[src/rtl/loop_buf_pkg.sv]
// Shared types and helpers for the loop stream buffer.
package loop_buf_pkg;

    // Loop buffer controller states
    typedef enum logic [1:0] {
        IDLE    = 2'd0,
        ARM     = 2'd1,
        CAPTURE = 2'd2,
        REPLAY  = 2'd3
    } lb_state_e;

    localparam logic [6:0] OPC_BRANCH = 7'b1100011;

    // Conditional branch with a negative (backward) offset
    function automatic logic is_back_branch(input logic [6:0] opcode, input logic imm_sign);
        return (opcode == OPC_BRANCH) && imm_sign;
    endfunction

endpackage

[src/rtl/loop_buf_mem.sv]
// Loop-body storage: one write port, one asynchronous read port, no reset on the array.
module loop_buf_mem #(
    parameter int unsigned XLEN   = 32,
    parameter int unsigned DEPTH  = 16,
    parameter int unsigned ADDR_W = $clog2(DEPTH)
) (
    input  logic              clk,
    input  logic              wr_en,
    input  logic [ADDR_W-1:0] wr_addr,
    input  logic [XLEN-1:0]   wr_data,
    input  logic [ADDR_W-1:0] rd_addr,
    output logic [XLEN-1:0]   rd_data_c
);

    logic [XLEN-1:0] mem [DEPTH];

    // Captured loop-body write
    always_ff @(posedge clk) begin
        if (wr_en) begin
            mem[wr_addr] <= wr_data;
        end
    end

    assign rd_data_c = mem[rd_addr];

endmodule

[src/rtl/loop_stream_buffer.sv]
// Loop stream buffer between fetch and decode: captures a short backward-branch
// loop body and replays it while fetch is stalled.
// Optional macro LOOP_BUF_PERF_EN adds saturating capture/replay-wrap counters.
module loop_stream_buffer
    import loop_buf_pkg::*;
#(
    parameter int unsigned XLEN  = 32,
    parameter int unsigned DEPTH = 16
`ifdef LOOP_BUF_PERF_EN
    ,
    parameter int unsigned CNT_W = 16
`endif
) (
    input  logic            clk,
    input  logic            reset,
    input  logic            in_valid,
    input  logic [XLEN-1:0] curr_PC,
    input  logic [XLEN-1:0] instruction,
    input  logic [XLEN-1:0] immediate,
    input  logic            mispredict,
    output logic            block_signal,
    output logic            flush,
    output logic [XLEN-1:0] new_pc,
    output logic            out_valid,
    output logic [XLEN-1:0] out_instruction,
    output logic [XLEN-1:0] out_pc
`ifdef LOOP_BUF_PERF_EN
    ,
    output logic [CNT_W-1:0] perf_captures,
    output logic [CNT_W-1:0] perf_replays
`endif
);

    localparam int unsigned PTR_W = $clog2(DEPTH);
    localparam int unsigned LEN_W = PTR_W + 1;

    lb_state_e        state_q, state_d;
    logic [XLEN-1:0]  br_pc_q, br_pc_d;
    logic [XLEN-1:0]  br_instr_q, br_instr_d;
    logic [XLEN-1:0]  tgt_q, tgt_d;
    logic [LEN_W-1:0] len_q, len_d;
    logic [PTR_W-1:0] wr_ptr_q, wr_ptr_d;
    logic [PTR_W-1:0] rd_ptr_q, rd_ptr_d;

    logic             block_d, flush_d, out_valid_d;
    logic [XLEN-1:0]  new_pc_d, out_instruction_d, out_pc_d;

    logic             mem_we;
    logic [PTR_W-1:0] mem_waddr;
    logic [XLEN-1:0]  mem_rdata_c;

    logic [XLEN-1:0]  neg_imm, len_wide;
    logic             det_legal;
    logic [LEN_W-1:0] det_len;
    logic [XLEN-1:0]  cap_pc_c, rep_pc_c;
    logic             rd_last_c;

    // Backward-branch detection and loop length
    always_comb begin
        neg_imm   = -immediate;
        len_wide  = (neg_imm >> 2) + XLEN'(1);
        det_legal = in_valid
                 && is_back_branch(instruction[6:0], immediate[XLEN-1])
                 && (immediate[1:0] == 2'b00)
                 && (len_wide >= XLEN'(2))
                 && (len_wide <= XLEN'(DEPTH));
        det_len   = LEN_W'(len_wide);
    end

    assign cap_pc_c  = tgt_q + (XLEN'(wr_ptr_q) << 2);
    assign rep_pc_c  = tgt_q + (XLEN'(rd_ptr_q) << 2);
    assign rd_last_c = ({1'b0, rd_ptr_q} == (len_q - LEN_W'(1)));

    loop_buf_mem #(
        .XLEN   (XLEN),
        .DEPTH  (DEPTH),
        .ADDR_W (PTR_W)
    ) u_mem (
        .clk       (clk),
        .wr_en     (mem_we),
        .wr_addr   (mem_waddr),
        .wr_data   (instruction),
        .rd_addr   (rd_ptr_q),
        .rd_data_c (mem_rdata_c)
    );

    // Next-state and next-output logic
    always_comb begin
        state_d           = state_q;
        br_pc_d           = br_pc_q;
        br_instr_d        = br_instr_q;
        tgt_d             = tgt_q;
        len_d             = len_q;
        wr_ptr_d          = wr_ptr_q;
        rd_ptr_d          = rd_ptr_q;
        mem_we            = 1'b0;
        mem_waddr         = wr_ptr_q;
        out_valid_d       = in_valid;
        out_instruction_d = instruction;
        out_pc_d          = curr_PC;
        flush_d           = 1'b0;
        new_pc_d          = '0;

        unique case (state_q)
            IDLE: begin
                if (det_legal) begin
                    state_d    = ARM;
                    br_pc_d    = curr_PC;
                    br_instr_d = instruction;
                    tgt_d      = curr_PC + immediate;
                    len_d      = det_len;
                    wr_ptr_d   = '0;
                    rd_ptr_d   = '0;
                end
            end
            ARM: begin
                if (mispredict) begin
                    state_d     = IDLE;
                    out_valid_d = 1'b0;
                end else if (in_valid) begin
                    if (curr_PC == tgt_q) begin
                        state_d   = CAPTURE;
                        mem_we    = 1'b1;
                        mem_waddr = '0;
                        wr_ptr_d  = PTR_W'(1);
                    end else begin
                        state_d = IDLE;
                    end
                end
            end
            CAPTURE: begin
                if (mispredict) begin
                    state_d     = IDLE;
                    out_valid_d = 1'b0;
                end else if (in_valid) begin
                    if (curr_PC != cap_pc_c) begin
                        state_d = IDLE;
                    end else begin
                        mem_we   = 1'b1;
                        wr_ptr_d = wr_ptr_q + PTR_W'(1);
                        // Closing branch must match the word that armed the buffer
                        if (curr_PC == br_pc_q) begin
                            if (instruction == br_instr_q) begin
                                state_d  = REPLAY;
                                rd_ptr_d = '0;
                            end else begin
                                state_d = IDLE;
                            end
                        end
                    end
                end
            end
            REPLAY: begin
                if (mispredict) begin
                    state_d           = IDLE;
                    flush_d           = 1'b1;
                    new_pc_d          = br_pc_q + XLEN'(4);
                    out_valid_d       = 1'b0;
                    out_instruction_d = '0;
                    out_pc_d          = '0;
                end else begin
                    out_valid_d       = 1'b1;
                    out_instruction_d = mem_rdata_c;
                    out_pc_d          = rep_pc_c;
                    rd_ptr_d          = rd_last_c ? '0 : (rd_ptr_q + PTR_W'(1));
                end
            end
            default: state_d = IDLE;
        endcase

        block_d = (state_d == REPLAY);
    end

    // State, loop tags and registered outputs
    always_ff @(posedge clk or negedge reset) begin
        if (!reset) begin
            state_q         <= IDLE;
            br_pc_q         <= '0;
            br_instr_q      <= '0;
            tgt_q           <= '0;
            len_q           <= '0;
            wr_ptr_q        <= '0;
            rd_ptr_q        <= '0;
            block_signal    <= 1'b0;
            flush           <= 1'b0;
            new_pc          <= '0;
            out_valid       <= 1'b0;
            out_instruction <= '0;
            out_pc          <= '0;
        end else begin
            state_q         <= state_d;
            br_pc_q         <= br_pc_d;
            br_instr_q      <= br_instr_d;
            tgt_q           <= tgt_d;
            len_q           <= len_d;
            wr_ptr_q        <= wr_ptr_d;
            rd_ptr_q        <= rd_ptr_d;
            block_signal    <= block_d;
            flush           <= flush_d;
            new_pc          <= new_pc_d;
            out_valid       <= out_valid_d;
            out_instruction <= out_instruction_d;
            out_pc          <= out_pc_d;
        end
    end

`ifdef LOOP_BUF_PERF_EN
    logic cap_evt_c, wrap_evt_c;

    assign cap_evt_c  = (state_q == CAPTURE) && (state_d == REPLAY);
    assign wrap_evt_c = (state_q == REPLAY) && !mispredict && rd_last_c;

    // Saturating capture and replay-wrap counters
    always_ff @(posedge clk or negedge reset) begin
        if (!reset) begin
            perf_captures <= '0;
            perf_replays  <= '0;
        end else begin
            if (cap_evt_c && (perf_captures != '1)) begin
                perf_captures <= perf_captures + CNT_W'(1);
            end
            if (wrap_evt_c && (perf_replays != '1)) begin
                perf_replays <= perf_replays + CNT_W'(1);
            end
        end
    end
`endif

endmodule

[config.mk]
export PLATFORM = sky130hd
export DESIGN_NAME = loop_stream_buffer
export DESIGN_NICKNAME = d
export VERILOG_FILES = /design/src/rtl/loop_buf_pkg.sv /design/src/rtl/loop_buf_mem.sv /design/src/rtl/loop_stream_buffer.sv
export SDC_FILE = /design/constraint.sdc
export NUM_CORES = 1
export LEC_CHECK = 0
export CAP_MARGIN = 40
export CORE_MARGIN = 3
export CORE_UTILIZATION = 39
export CTS_BUF_LIST = sky130_fd_sc_hd__clkbuf_4
export DETAILED_ROUTE_END_ITERATION = 7
export PLACE_DENSITY = 0.66
export SYNTH_ARGS = -nofsm -noshare
export SYNTH_HDL_FRONTEND = slang
export SYNTH_SLANG_ARGS = --single-unit
[constraint.sdc]
create_clock -name clk -period 14.62 [get_ports clk]
set_input_delay 2.193 -clock clk [delete_from_list [all_inputs] [get_ports clk]]
set_output_delay 2.193 -clock clk [all_outputs]
set_load 0.02 [all_outputs]
======== Word level (Yosys, flattened, before mapping) ========
Memories as Yosys holds them, arrays and structs flattened.
Cells that the tools add are included.
storage, ports and cells
  register bits after elaboration ......... 210
  RAM bits ................................ 512
  input bits .............................. 100
  logic and storage cells ................. 109
  memories ................................ 1
memories
  name       words  width  read ports  clocked after memory_dff  write ports  RTL line            text
  u_mem.mem  16     32     1           0                         1            loop_buf_mem.sv:15  logic [XLEN-1:0] mem [DEPTH];
operators by class
  add/subtract/negate cells ............... 9
  magnitude comparators ................... 2
  eq/ne operators ......................... 20
  mux-type cells .......................... 51
  reductions and logical operators ........ 13
operators by type and width
  cell                     count
  $mux W32                 6
  $eq A32 B32 Y1           3
  $mux W4                  18
  $add A32 B6 Y32          2
  $add A32 B3 Y32 const B  1
  $add A32 B32 Y32         1
  $ne A32 B32 Y1           1
  $neg A32 Y32             1
  $add A30 B1 Y31 const B  1
  $ge A31 B2 Y1 const B    1
  $le A31 B5 Y1 const B    1
  $pmux W4 S3              2
  $mux W2                  10
  $ne A2 B2 Y1 const B     10
  $reduce_and A8 Y1        2
  $mux W1                  12
  $add A4 B1 Y4 const B    2
  $pmux W2 S4              1
  $eq A7 B7 Y1 const B     1
  $eq A2 B2 Y1 const B     3
  $reduce_bool A3 Y1       2
  $eq A4 B5 Y1             1
  $logic_and A1 B1 Y1      5
  $sub A5 B1 Y5 const B    1
  5 further kinds          7

======== Depth between registers and ports, before layout ========
Gate-level depths: netlist (run 1).
  depth in word-level cells ............... 9
  gate-level depth with buffers ........... 18
  depth with buffers taken out ............ 14

======== Cells and area by module ========
Synthesis (run 1) repeated with hierarchy kept, for this count alone.
second synthesis, totals
  cells, all modules ...................... 2447
  area, all modules ....................... 33113.0 sq um
by module, submodules not included
  module              times used  cells each  area an instance (sq um)  seq. area each (sq um)
  loop_buf_mem        1           806         19194.7                   15374.7
  loop_stream_buffer  1           1641        13918.3                   5255.0

======== Least setup slack after synthesis (run 1) ========
Ideal clock, no wire load.
  kind .................................... input to register
  from .................................... in curr_PC[4]
  to ...................................... mem u_mem.mem[7][0], enable pin
  library setup time ...................... 0.421 ns
  arrival time ............................ 6.061 ns
  data required time ...................... 14.199 ns
  path slack .............................. 8.138 ns
  cell stages on the path ................. 10
  buffers on the path ..................... 0
  cell sequence ........................... xnor3_1 > a2111oi_0 > nand4_1 > a2111oi_0 > nand3_1 > or4b_2 > nor3_1 > and3_1 > nand3_1 > nor2_1
on the way
  word-level cells in the longest chain between the ends .. 7
RTL lines
  element                                           RTL line                                              text
  start, declared                                   loop_stream_buffer.sv:17                              input logic [XLEN-1:0] curr_PC,
  $ne A32 B32 Y1 or $eq A32 B32 Y1 (tied branches)  loop_stream_buffer.sv:136, loop_stream_buffer.sv:121
  $mux W1, on equally long branches                 loop_stream_buffer.sv:136, loop_stream_buffer.sv:121
  $mux W1, on equally long branches                 loop_stream_buffer.sv:135, loop_stream_buffer.sv:120
  $mux W1, on equally long branches                 loop_stream_buffer.sv:132, loop_stream_buffer.sv:117
  $pmux W1 S2                                       loop_stream_buffer.sv:104                             unique case (state_q)
  $mux W1                                           loop_buf_mem.sv:19                                    if (wr_en) begin
  $mux W1 (not written as such)                     loop_buf_mem.sv:20                                    mem[wr_addr] <= wr_data;
  end, declared                                     loop_buf_mem.sv:15
Parallel ways exist; a longest one is shown, timed or not.

======== Worst setup path in the final report (run 1) ========
  from .................................... in immediate[1]
  to ...................................... reg tgt_q[8]
on the way
  word-level cells in the longest chain between the ends .. 6
RTL lines
  element                      RTL line                   text
  start, declared              loop_stream_buffer.sv:19   input logic [XLEN-1:0] immediate,
  $neg A32 Y32                 loop_stream_buffer.sv:60   neg_imm = -immediate;
  $add A30 B1 Y31              loop_stream_buffer.sv:61   len_wide = (neg_imm >> 2) + XLEN'(1);
  $ge A31 B2 Y1                loop_stream_buffer.sv:65   && (len_wide >= XLEN'(2))
  $logic_and A1 B1 Y1          loop_stream_buffer.sv:65
  $logic_and A1 B1 Y1          loop_stream_buffer.sv:66   && (len_wide <= XLEN'(DEPTH));
  $reduce_and A2 Y1 (no line)  -
  end signal, assigned         loop_stream_buffer.sv:194  tgt_q <= tgt_d;
  end, declared                loop_stream_buffer.sv:40   logic [XLEN-1:0] tgt_q, tgt_d;
Parallel ways exist; a longest one is shown, timed or not.
A chain may end at the register's enable or synchronous reset.

==> impl_results.md, run 1 <==
- Result of the run: completed
- Required @ worst endpoint: 15,460 ps
- Number of detailed-routing iterations run before antenna repair: 5
- Placeable core region: 83,950 um^2
- GR Overflow Total: 0
- Total area of multi-input combinational cells: 11,780 um^2
- Maxcap violations: 0
- Synth-to-Final Area Change: 18.19%
- Number of buffers inserted during clock tree synthesis: 181
- Hold slack final: 489.5 ps
- Total cell area at the placement stage: 36,740 um^2
- Post-Syn Area per Cell: 14.12 um^2
- Post-route standard cell area excluding fillers: 39,170 um^2
- Number of enable-type register cells in the synthesized netlist: 512
- Crit. Startpoint: immediate[1]
- Resized cells post-CTS: 0
- RSZ-0062 raised after global routing: false
- Origin of the critical flop-to-flop path: wr_ptr_q[0]
- CP Data Arrival Time: 7950 ps
- Maximum number of pins on one net before global-route repair: 88
- Post-route clock skew: 65.60 ps
- Clock sink count: 722
- Critical Path End Type: register
- Worst min-delay path startpoint: br_instr_q[0]
- Slowest cell on the critical path: sky130_fd_sc_hd__nor3_1
- Clk Latency, worst-skew pair: 990 ps
- Die span in x: 297.5 um
- Pre-CTS WS: 6556 ps
- Cell area after synthesis: 33,140 um^2
- Slew Limit Headroom: 37.45%
- Drt first-iter violations: 1,787
- Initial Util: 39.48%
- Synthesized net count: 2,501
- Kind of launch point of the worst setup path: input pin
- Hold Path Cell Cnt: 1
- Transition time at the pin with the least slew margin: 929.7 ps
- Hold_buf cts: 0
- Power density relative to cell area: 108.3 nW/um^2
- Cell type contributing the most total cell area after synthesis: sky130_fd_sc_hd__edfxtp_1
- Least setup slack across all paths after layout: 7515 ps
- Number of endpoints with negative hold slack in the final report: 0
- Setup Buffers After CTS: 0
- Proportion of layout cells with a drive suffix above 1: 20.26%
- Type of the most critical hold path: register to register
- First-pass GRT wire length: 140.5 mm
- Initial antenna violation count: 5
- Total die area: 88,510 um^2
- Number of top-level pins: 199
- Number of warnings reported in the yosys synthesis log: 0
- Filler Cells Inserted: 7,424
- Top_reg_cell synth: sky130_fd_sc_hd__edfxtp_1
- Port-buffer cells: 198
- Vias in the first global route: 22,460
- Routed WL per cell: 23.46 um
- Finish-stage setup viols: 0
- Remaining antenna violation count: 0
- Clk pin slew, worst setup/hold paths: 60 ps
- Area share of the largest cell type after synthesis: 46.39%
- Critical Path Fanout Max: 87
- Share of the clock period used by the worst path after layout: 48.60%
- WP depth: 16
- Total leakage power: 13.69 nW
- Dominant cells by area after synthesis: sky130_fd_sc_hd__edfxtp_1 46%, sky130_fd_sc_hd__dfrtp_1 16%, sky130_fd_sc_hd__mux4_2 11%, sky130_fd_sc_hd__xor2_1 2.7%, sky130_fd_sc_hd__xnor2_1 2.6%
- Vias per cell: 5.479
- Total vias in the final route: 21,680
- Finished Core Util: 46.66%
- Share of flip-flops with an asynchronous set or reset: 29.09%
- Count of mapped cells out of synthesis: 2,347
- Root Driver: sky130_fd_sc_hd__clkbuf_4
- Clock tree from TritonCTS: yes
- Worst vdd rail ir drop: 0.00008417 V
- Total half-perimeter wirelength after legalization and detailed placement: 62.25 mm
- Maximum clock rate: 0.1408 GHz
- Sequence of cells on the critical path: clkdlybuf4s50_1 > nor3_1 > xnor2_1 > ha_1 > or4b_2 > nor4_1 > nand4_1 > a2111oi_0 > o21ai_0 > and2_1 > and4_4 > nand4_1 > buf_4 > buf_4 > buf_16 > mux2_2
- Routed WL: 92.84 mm
- Register bit count reported by yosys: 722
- H-Tree Depth: 4
- Die height: 297.5 um
- WP buf/inv: 4
- Weighted congestion at the end of routability-driven global placement: 0.9617
- Register area: 20,640 um^2
- Final-layout setup total negative slack: 0 ps
- Part of the Yosys area used for sequential elements: 62.25%
- Detailed-route DRC error count: 0
- WS Path Type: input pin to register
- Max Root-Sink Buffers: 3
- Site row count: 106
- Net total in the final layout: 2,811
- Distinct cell type count after synthesis: 86
- Peak per-stage delay on the critical path: 750 ps
- Family of cells with the greatest summed delay on the critical path: simple AND/OR/NAND/NOR gates
- Total routing resource utilization after global routing: 20.93%
- Clock period minus worst slack: 7105 ps
- Cell depth of the worst flop-to-flop path: 14
- Number of max-slew violations in the final report: 0
## cell usage in the layout, fill, tap and decap left out, drive strengths merged, types with 97 or more instances in the layout
| master | netlist | routed |
|---|---|---|
| nor2 | 119 | 119 |
| inv | 101 | 107 |
| nand2 | 177 | 177 |
| o21ai | 159 | 159 |
| mux4 | 160 | 160 |
| clkbuf | 93 | 286 |
| edfxtp | 512 | 512 |
| dfrtp | 210 | 210 |
| xnor2 | 97 | 97 |
| xor2 | 104 | 104 |
| clkdlybuf4s50 | 0 | 197 |
## state kept, by name (all words and copies together) (netlist names)
name             count
u_mem.mem          512
br_instr_q          32
br_pc_q             32
new_pc              32
out_instruction     32
out_pc              32
tgt_q               32
len_q                5
rd_ptr_q             4
wr_ptr_q             4
state_q              2
block_signal         1
flush                1
out_valid            1
## metrics by stage
stage | cells | power [mW]
2_1_floorplan | 2347 | 2.410
3_3_place_gp | 3595 | 2.558
3_5_place_dp | 3607 | 2.566
4_1_cts | 3947 | 4.293
5_1_grt | 3953 | 4.425
6_report | 3957 | 4.240
## final cells by class
cell class	instances	area share, %
sequential	722	52.69
multi-input combinational	1402	30.07
timing repair buffer	249	6.449
clock buffer	285	5.462
tap	1134	3.622
inverter	101	0.9679
clock inverter	55	0.6804
antenna	9	0.05750
## report_power, final
part	internal, mW	switching, mW
sequential	2.20	0.00690
combinational	0.127	0.185
clock	0.894	0.822
total	3.23	1.01
## synthesized netlist by cell type (all sizes together) (6+ instances only)
library cell / n
edfxtp: 512
dfrtp: 210
nand2: 177
mux4: 160
o21ai: 159
nor2: 119
xor2: 104
inv: 101
xnor2: 97
clkbuf: 93
a21oi: 52
ha: 51
nand4: 46
nand3: 44
nor3: 41
nor4: 35
buf: 29
o22ai: 29
or3: 25
nand2b: 20
a21o: 16
and3: 15
or4: 15
a31oi: 13
and2: 11
and4: 11
mux2: 11
nor2b: 10
o211ai: 10
mux2i: 8
nand3b: 8
o21a: 7
o31ai: 7
a211oi: 6
o21bai: 6
or2: 6
## logic make-up after synthesis
group / share of synthesized area (%)
flops: 62.25
simple gates: 9.114
compound gates: 7.056
buf+inv: 2.605
xor+xnor: 5.380
mux: 11.49
fa+ha+maj: 2.107
## per-layer routing
layer | vias to the layer above | wire [um] | track usage (%)
met4 | 2 | 2708 | 7.306
met5 | - | 13 | 0
met2 | 901 | 45180 | 34.37
met3 | 169 | 6681 | 4.941
li1 | 9728 | - | -
met1 | 10880 | 38260 | 27.29
## worst paths after layout
kind                                     to  slack [ps]
max in group asynchronous    br_instr_q[17]       11630
hold / removal                br_instr_q[0]         490
setup / recovery                   tgt_q[8]        7520
setup reg to reg           u_mem.mem[5][16]        8650
hold reg to reg               br_instr_q[0]         490
min in group asynchronous        new_pc[28]        1210
(Power assumes the default switching activity.)
==> inputs of run 2 (changes only) <==
--- a/config.mk
+++ b/config.mk
@@ -10,7 +10,7 @@
 export CORE_UTILIZATION = 39
 export CTS_BUF_LIST = sky130_fd_sc_hd__clkbuf_4
 export DETAILED_ROUTE_END_ITERATION = 7
-export PLACE_DENSITY = 0.66
+export PLACE_DENSITY = 0.68
 export SYNTH_ARGS = -nofsm -noshare
 export SYNTH_HDL_FRONTEND = slang
 export SYNTH_SLANG_ARGS = --single-unit
==> constraint.sdc (replaced) <==
create_clock -name clk -period 5.9 [get_ports clk]
set_input_delay 0.885 -clock clk [delete_from_list [all_inputs] [get_ports clk]]
set_output_delay 0.885 -clock clk [all_outputs]
set_load 0.02 [all_outputs]
==> impl_results.md, run 2 (synthesis gave the netlist of run 1 again) <==
- Synth-to-Final Area Change: 19.49%
- Power density relative to cell area: 264.9 nW/um^2 (+140%)
- Switching power of the nets: 2.496 mW (+150%)
- Number of buffers inserted during clock tree synthesis: 179 (-1.1%)
- Family of cells with the greatest summed delay on the critical path: simple AND/OR/NAND/NOR gates
- Switching Share: 23.79% (-0.14 points)
- Worst vdd rail ir drop: 0.0001897 V (+130%)
- Total routing resource utilization after global routing: 20.92% (about the same)
- Maxcap violations: 0 (unchanged)
- Pre-CTS WS: 275.8 ps (-6280 ps)
- Total die area: 88,510 um^2 (unchanged)
- Die span in x: 297.5 um (unchanged)
- WP buf/inv: 2 (-2)
- Least setup slack across all paths after layout: 652.8 ps (-6862 ps)
- Maximum number of pins on one net before global-route repair: 102 (+16%)
- Drt first-iter violations: 2,034 (+14%)
- Critical Path Fanout Max: 19 (-78%)
- Number of max-slew violations in the final report: 0 (unchanged)
- Number of endpoints with negative hold slack in the final report: 0 (unchanged)
- Proportion of layout cells with a drive suffix above 1: 21.34% (+1.1 points)
- Vias per cell: 5.529 (+0.91%)
- WS Path Type: register to register
- Root Driver: sky130_fd_sc_hd__clkbuf_4
- Combinational Power Share: 7.6% (+0.2 points)
- Remaining antenna violation count: 0 (unchanged)
- Crit. Startpoint: wr_ptr_q[0]
- Total half-perimeter wirelength after legalization and detailed placement: 62.48 mm (+0.38%)
- GR Overflow Total: 0 (unchanged)
- Detailed-route DRC error count: 0 (unchanged)
- Hold slack final: 491.4 ps (+1.910 ps)
- Cell depth of the worst flop-to-flop path: 14 (unchanged)
- Internal power of the cells: 7.996 mW (+150%)
- Final-layout setup total negative slack: 0 ps (unchanged)
- Reg-to-reg critical path endpoint: u_mem.mem[5][25]
- Number of detailed-routing iterations run before antenna repair: 5 (unchanged)
- Minimum setup slack among reg-to-reg paths: 650 ps (-8000 ps)
- Slew Limit Headroom: 39.71% (+2.3 points)
- Result of the run: completed
- Port-buffer cells: 198 (unchanged)
- Sequence of cells on the critical path: ha_1 > inv_1 > fa_1 > xnor3_1 > a2111oi_0 > nand4_1 > a2111oi_0 > nand3_1 > or4b_2 > nor3_1 > and3_1 > nand3_1 > nor2_4 > buf_12
- Die height: 297.5 um (unchanged)
- Overall Power: 10.49 mW (+150%)
- Type of the most critical hold path: register to register
- Vias in the first global route: 22,710 (+1.1%)
- Maximum clock rate: 0.1906 GHz
- Most frequent standard cell in the layout excluding fill and tap cells: sky130_fd_sc_hd__edfxtp_1
- Clock period minus worst slack: 5247 ps
- CP Data Arrival Time: 5860 ps (-2090 ps)
- Net total in the final layout: 2,856 (+1.6%)
- WP depth: 14 (-2)
- Number of top-level pins: 199 (unchanged)
- Most flops, register: u_mem.mem
- Initial antenna violation count: 5 (unchanged)
- Routed WL per cell: 23.31 um (-0.66%)
- Routed WL: 92.88 mm (about the same)
- Weighted congestion at the end of routability-driven global placement: 0.9646 (+0.30%)
- Finished Core Util: 47.17% (+0.51 points)
- Clock tree from TritonCTS: yes
- Max Root-Sink Buffers: 3 (unchanged)
- Critical Path End Type: register
- Total leakage power: 13.93 nW (+1.7%)
- Post-route clock skew: 77.34 ps (+11.74 ps)
- Commonest non-fill, non-tap cells in the layout: 512 x sky130_fd_sc_hd__edfxtp_1, 277 x sky130_fd_sc_hd__clkbuf_4, 206 x sky130_fd_sc_hd__dfrtp_1
- Worst min-delay path startpoint: br_instr_q[6]
- Placeable core region: 83,950 um^2 (unchanged)
- Share of the clock period used by the worst path after layout: 88.94%
- Sequential group share of total power: 52.2% (about the same)
- Transition time at the pin with the least slew margin: 896.1 ps (-33.62 ps)
- First-pass GRT wire length: 140.4 mm (-0.11%)
- Initial Util: 39.48% (unchanged)
- Clock network fraction of design power: 40.2% (-0.3 points)
- Flip-flop count of the largest register after layout: 512 (unchanged)
- Total vias in the final route: 22,030 (+1.6%)
- Site row count: 106 (unchanged)
- Slowest cell on the critical path: sky130_fd_sc_hd__or4b_2
- Clock sink count: 722 (unchanged)
- Peak per-stage delay on the critical path: 690 ps (-60 ps)
- RSZ-0062 raised after global routing: false
- Finish-stage setup viols: 0 (unchanged)
- Clk Latency, worst-skew pair: 970 ps (-20 ps)
- Origin of the critical flop-to-flop path: wr_ptr_q[0]
- Required @ worst endpoint: 6510 ps (-8950 ps)
- H-Tree Depth: 4 (unchanged)
- End point of the critical path: u_mem.mem[5][25]
- Clk pin slew, worst setup/hold paths: 60 ps (about the same)
- Kind of launch point of the worst setup path: register
-- run 2: worst min path at each step --
stage / to / slack, ps / depth (start not counted)
final: br_instr_q[6] / 490 / 1
after global routing: br_instr_q[1] / 520 / 1
after CTS: br_instr_q[6] / 500 / 1
after detailed placement: br_instr_q[6] / 470 / 1
after global placement: br_instr_q[6] / 470 / 1
after floorplan: br_instr_q[0] / 460 / 1
-- run 2: per-layer routing --
metal  wire, um  GRT usage, %
met4       2791         7.941
met2      46000         34.65
met5          0             0
met1      37470         27.29
met3       6619         4.153
-- run 2: through the flow --
stage | area (um^2) | instances
CTS | 39590 | 3982
detailed placement | 37210 | 3653
finish | 39600 | 3985
floorplan | 33140 | 2347
global placement | 37130 | 3649
global route | 39600 | 3985
-- run 2: final cells by class --
cell class,instances,area [um^2]
Sequential cell,722,20640
Clock buffer,277,2079
Fill cell,7263,44350
Timing Repair Buffer,296,3010
Multi-Input combinational cell,1402,11780
Clock inverter,51,290.3
Antenna cell,2,5.005
Inverter,101,379.1
Tap cell,1134,1419
-- run 2: what timing repair did --
action	CTS	global route
hold buffers	1	0
endpoints found under the hold margin	78	0
resized for setup	0	0
setup buffers	0	0
-- run 2: power by group through the flow --
stage	Sequential (mW)	Clock (mW)	Combinational, mW
2_1_floorplan	5.61	0	0.363
3_3_place_gp	5.59	0	0.758
3_5_place_dp	5.58	0	0.789
4_1_cts	5.48	4.35	0.795
5_1_grt	5.48	4.66	0.856
6_report	5.48	4.22	0.792
==> inputs of run 3 (changes only) <==
--- a/config.mk
+++ b/config.mk
@@ -11,6 +11,7 @@
 export CTS_BUF_LIST = sky130_fd_sc_hd__clkbuf_4
 export DETAILED_ROUTE_END_ITERATION = 7
 export PLACE_DENSITY = 0.68
+export SKIP_CTS_REPAIR_TIMING = 1
 export SYNTH_ARGS = -nofsm -noshare
 export SYNTH_HDL_FRONTEND = slang
 export SYNTH_SLANG_ARGS = --single-unit
==> impl_results.md, run 3 (synthesis gave the netlist of run 1 again) <==
- Result of the run: completed
- H-Tree Depth: 4 (unchanged)
- Number of buffers inserted during clock tree synthesis: 179 (unchanged)
- Required @ worst endpoint: 6520 ps (about the same)
- Total routing resource utilization after global routing: 20.91% (about the same)
- Number of top-level pins: 199 (unchanged)
- Post-route clock skew: 78.37 ps (+1.030 ps)
- Commonest non-fill, non-tap cells in the layout: 512 x sky130_fd_sc_hd__edfxtp_1, 277 x sky130_fd_sc_hd__clkbuf_4, 206 x sky130_fd_sc_hd__dfrtp_1
- WS Path Type: register to register
- Routed WL: 92.99 mm (+0.12%)
- Weighted congestion at the end of routability-driven global placement: 0.9646 (unchanged)
- RSZ-0062 raised after global routing: false
- Kind of launch point of the worst setup path: register
- Clk pin slew, worst setup/hold paths: 60 ps (about the same)
- Critical Path Fanout Max: 19 (unchanged)
- Number of max-slew violations in the final report: 0 (unchanged)
- Finished Core Util: 47.17% (unchanged)
- Hold Path Cell Cnt: 1 (unchanged)
- Most frequent standard cell in the layout excluding fill and tap cells: sky130_fd_sc_hd__edfxtp_1
- Flip-flop count of the largest register after layout: 512 (unchanged)
- Final-layout setup total negative slack: 0 ps (unchanged)
- Most flops, register: u_mem.mem
- First-pass GRT wire length: 140.3 mm (about the same)
- Transition time at the pin with the least slew margin: 874.0 ps (-22.15 ps)
- CP Data Arrival Time: 5900 ps (+40 ps)
- Number of detailed-routing iterations run before antenna repair: 5 (unchanged)
- Share of the clock period used by the worst path after layout: 89.59% (+0.66 points)
- Maximum clock rate: 0.1892 GHz (-0.73%)
- Remaining antenna violation count: 0 (unchanged)
- Placeable core region: 83,950 um^2 (unchanged)
- Minimum setup slack among reg-to-reg paths: 610 ps (-40 ps)
- Worst vdd rail ir drop: 0.0001901 V (+0.22%)
- Total half-perimeter wirelength after legalization and detailed placement: 62.48 mm (unchanged)
- Destination of the worst hold path: br_instr_q[6]
- Worst min-delay path startpoint: br_instr_q[6]
- Total leakage power: 13.93 nW (unchanged)
- Reg-to-reg critical path endpoint: u_mem.mem[5][25]
- Total vias in the final route: 22,020 (-0.082%)
- Site row count: 106 (unchanged)
- Synth-to-Final Area Change: 19.49% (unchanged)
- Routed WL per cell: 23.33 um (+0.12%)
- Vias in the first global route: 22,700 (-0.040%)
- Max Root-Sink Buffers: 3 (unchanged)
- Initial antenna violation count: 5 (unchanged)
- Die height: 297.5 um (unchanged)
- Die span in x: 297.5 um (unchanged)
- Port-buffer cells: 198 (unchanged)
- Finish-stage setup viols: 0 (unchanged)
- Clock sink count: 722 (unchanged)
- Maximum number of pins on one net before global-route repair: 102 (unchanged)
- Drt first-iter violations: 2,058 (+1.2%)
- Filler Cells Inserted: 7,263 (unchanged)
- Cell depth of the worst flop-to-flop path: 14 (unchanged)
- Clock period minus worst slack: 5286 ps (+38.81 ps)
- Type of the most critical hold path: register to register
- Maxcap violations: 0 (unchanged)
- Root Driver: sky130_fd_sc_hd__clkbuf_4
- Initial Util: 39.48% (unchanged)
- Power density relative to cell area: 265.0 nW/um^2 (about the same)
- Slew Limit Headroom: 41.20% (+1.5 points)
- Clk Latency, worst-skew pair: 980 ps (about the same)
- Proportion of layout cells with a drive suffix above 1: 21.34% (unchanged)
- Number of endpoints with negative hold slack in the final report: 0 (unchanged)
- Vias per cell: 5.524 (about the same)
- Origin of the critical flop-to-flop path: wr_ptr_q[0]
- Net total in the final layout: 2,856 (unchanged)
- Total die area: 88,510 um^2 (unchanged)
- Clock tree from TritonCTS: yes
- Detailed-route DRC error count: 0 (unchanged)
- GR Overflow Total: 0 (unchanged)
- Critical Path End Type: register
[run 3: cell counts in the layout (fill, tap and decap cells not counted)]
No cell type changed its count.
[run 3: power breakdown]
group	switching (mW)	internal (mW)
Sequential	0.0161	5.46
Clock	2.02	2.20
Combinational	0.464	0.329
[run 3: worst max-delay path: stages (launching register included)]
cell and delay (ps):
sky130_fd_sc_hd__dfrtp_1 490, sky130_fd_sc_hd__ha_1 220, sky130_fd_sc_hd__inv_1 60, sky130_fd_sc_hd__fa_1 410
sky130_fd_sc_hd__xnor3_1 350, sky130_fd_sc_hd__a2111oi_0 370, sky130_fd_sc_hd__nand4_1 140, sky130_fd_sc_hd__a2111oi_0 550
sky130_fd_sc_hd__nand3_1 120, sky130_fd_sc_hd__or4b_2 690, sky130_fd_sc_hd__nor3_1 350, sky130_fd_sc_hd__and3_1 270
sky130_fd_sc_hd__nand3_1 330, sky130_fd_sc_hd__nor2_4 330, sky130_fd_sc_hd__buf_12 230
[run 3: layout make-up]
type | count | area [um^2] | area share (%)
Sequential cell | 722 | 20640 | 52.12
Inverter | 101 | 379.1 | 0.9573
Tap cell | 1134 | 1419 | 3.583
Clock inverter | 51 | 290.3 | 0.7330
Clock buffer | 277 | 2079 | 5.251
Timing Repair Buffer | 296 | 3010 | 7.602
Antenna cell | 2 | 5.005 | 0.01264
Multi-Input combinational cell | 1402 | 11780 | 29.74
[run 3: worst max-delay path by stage]
stage                            start                end  slack (ps)  cells past startpoint
after floorplan            wr_ptr_q[0]    u_mem.mem[7][0]         610                     13
after global placement    immediate[2]           tgt_q[4]         480                     16
after detailed placement  immediate[2]           tgt_q[4]         280                     15
after CTS                  wr_ptr_q[0]  u_mem.mem[15][27]         700                     14
after global routing       wr_ptr_q[0]  u_mem.mem[11][27]         390                     14
final                      wr_ptr_q[0]   u_mem.mem[5][25]         610                     14
[run 3: metrics by stage]
| stage | hold slack [ps] | std cells | total power, mW | setup WS [ps] | instance area [um^2] |
|---|---|---|---|---|---|
| 2_1_floorplan | 455.7 | 2347 | 5.972 | 613.4 | 33140 |
| 3_3_place_gp | 470.2 | 3649 | 6.352 | 480.8 | 37130 |
| 3_5_place_dp | 473.4 | 3653 | 6.374 | 275.8 | 37210 |
| 4_1_cts | -76.60 | 3981 | 10.62 | 696.6 | 39580 |
| 5_1_grt | 516.0 | 3985 | 10.99 | 394.1 | 39600 |
| 6_report | 491.8 | 3985 | 10.50 | 614.0 | 39600 |
[run 3: metal layers]
metal | global-route usage (%) | share of wire, %
met5 | 0 | 0
met4 | 7.941 | 3.0
met3 | 4.160 | 7.4
met2 | 34.64 | 49
met1 | 27.28 | 40
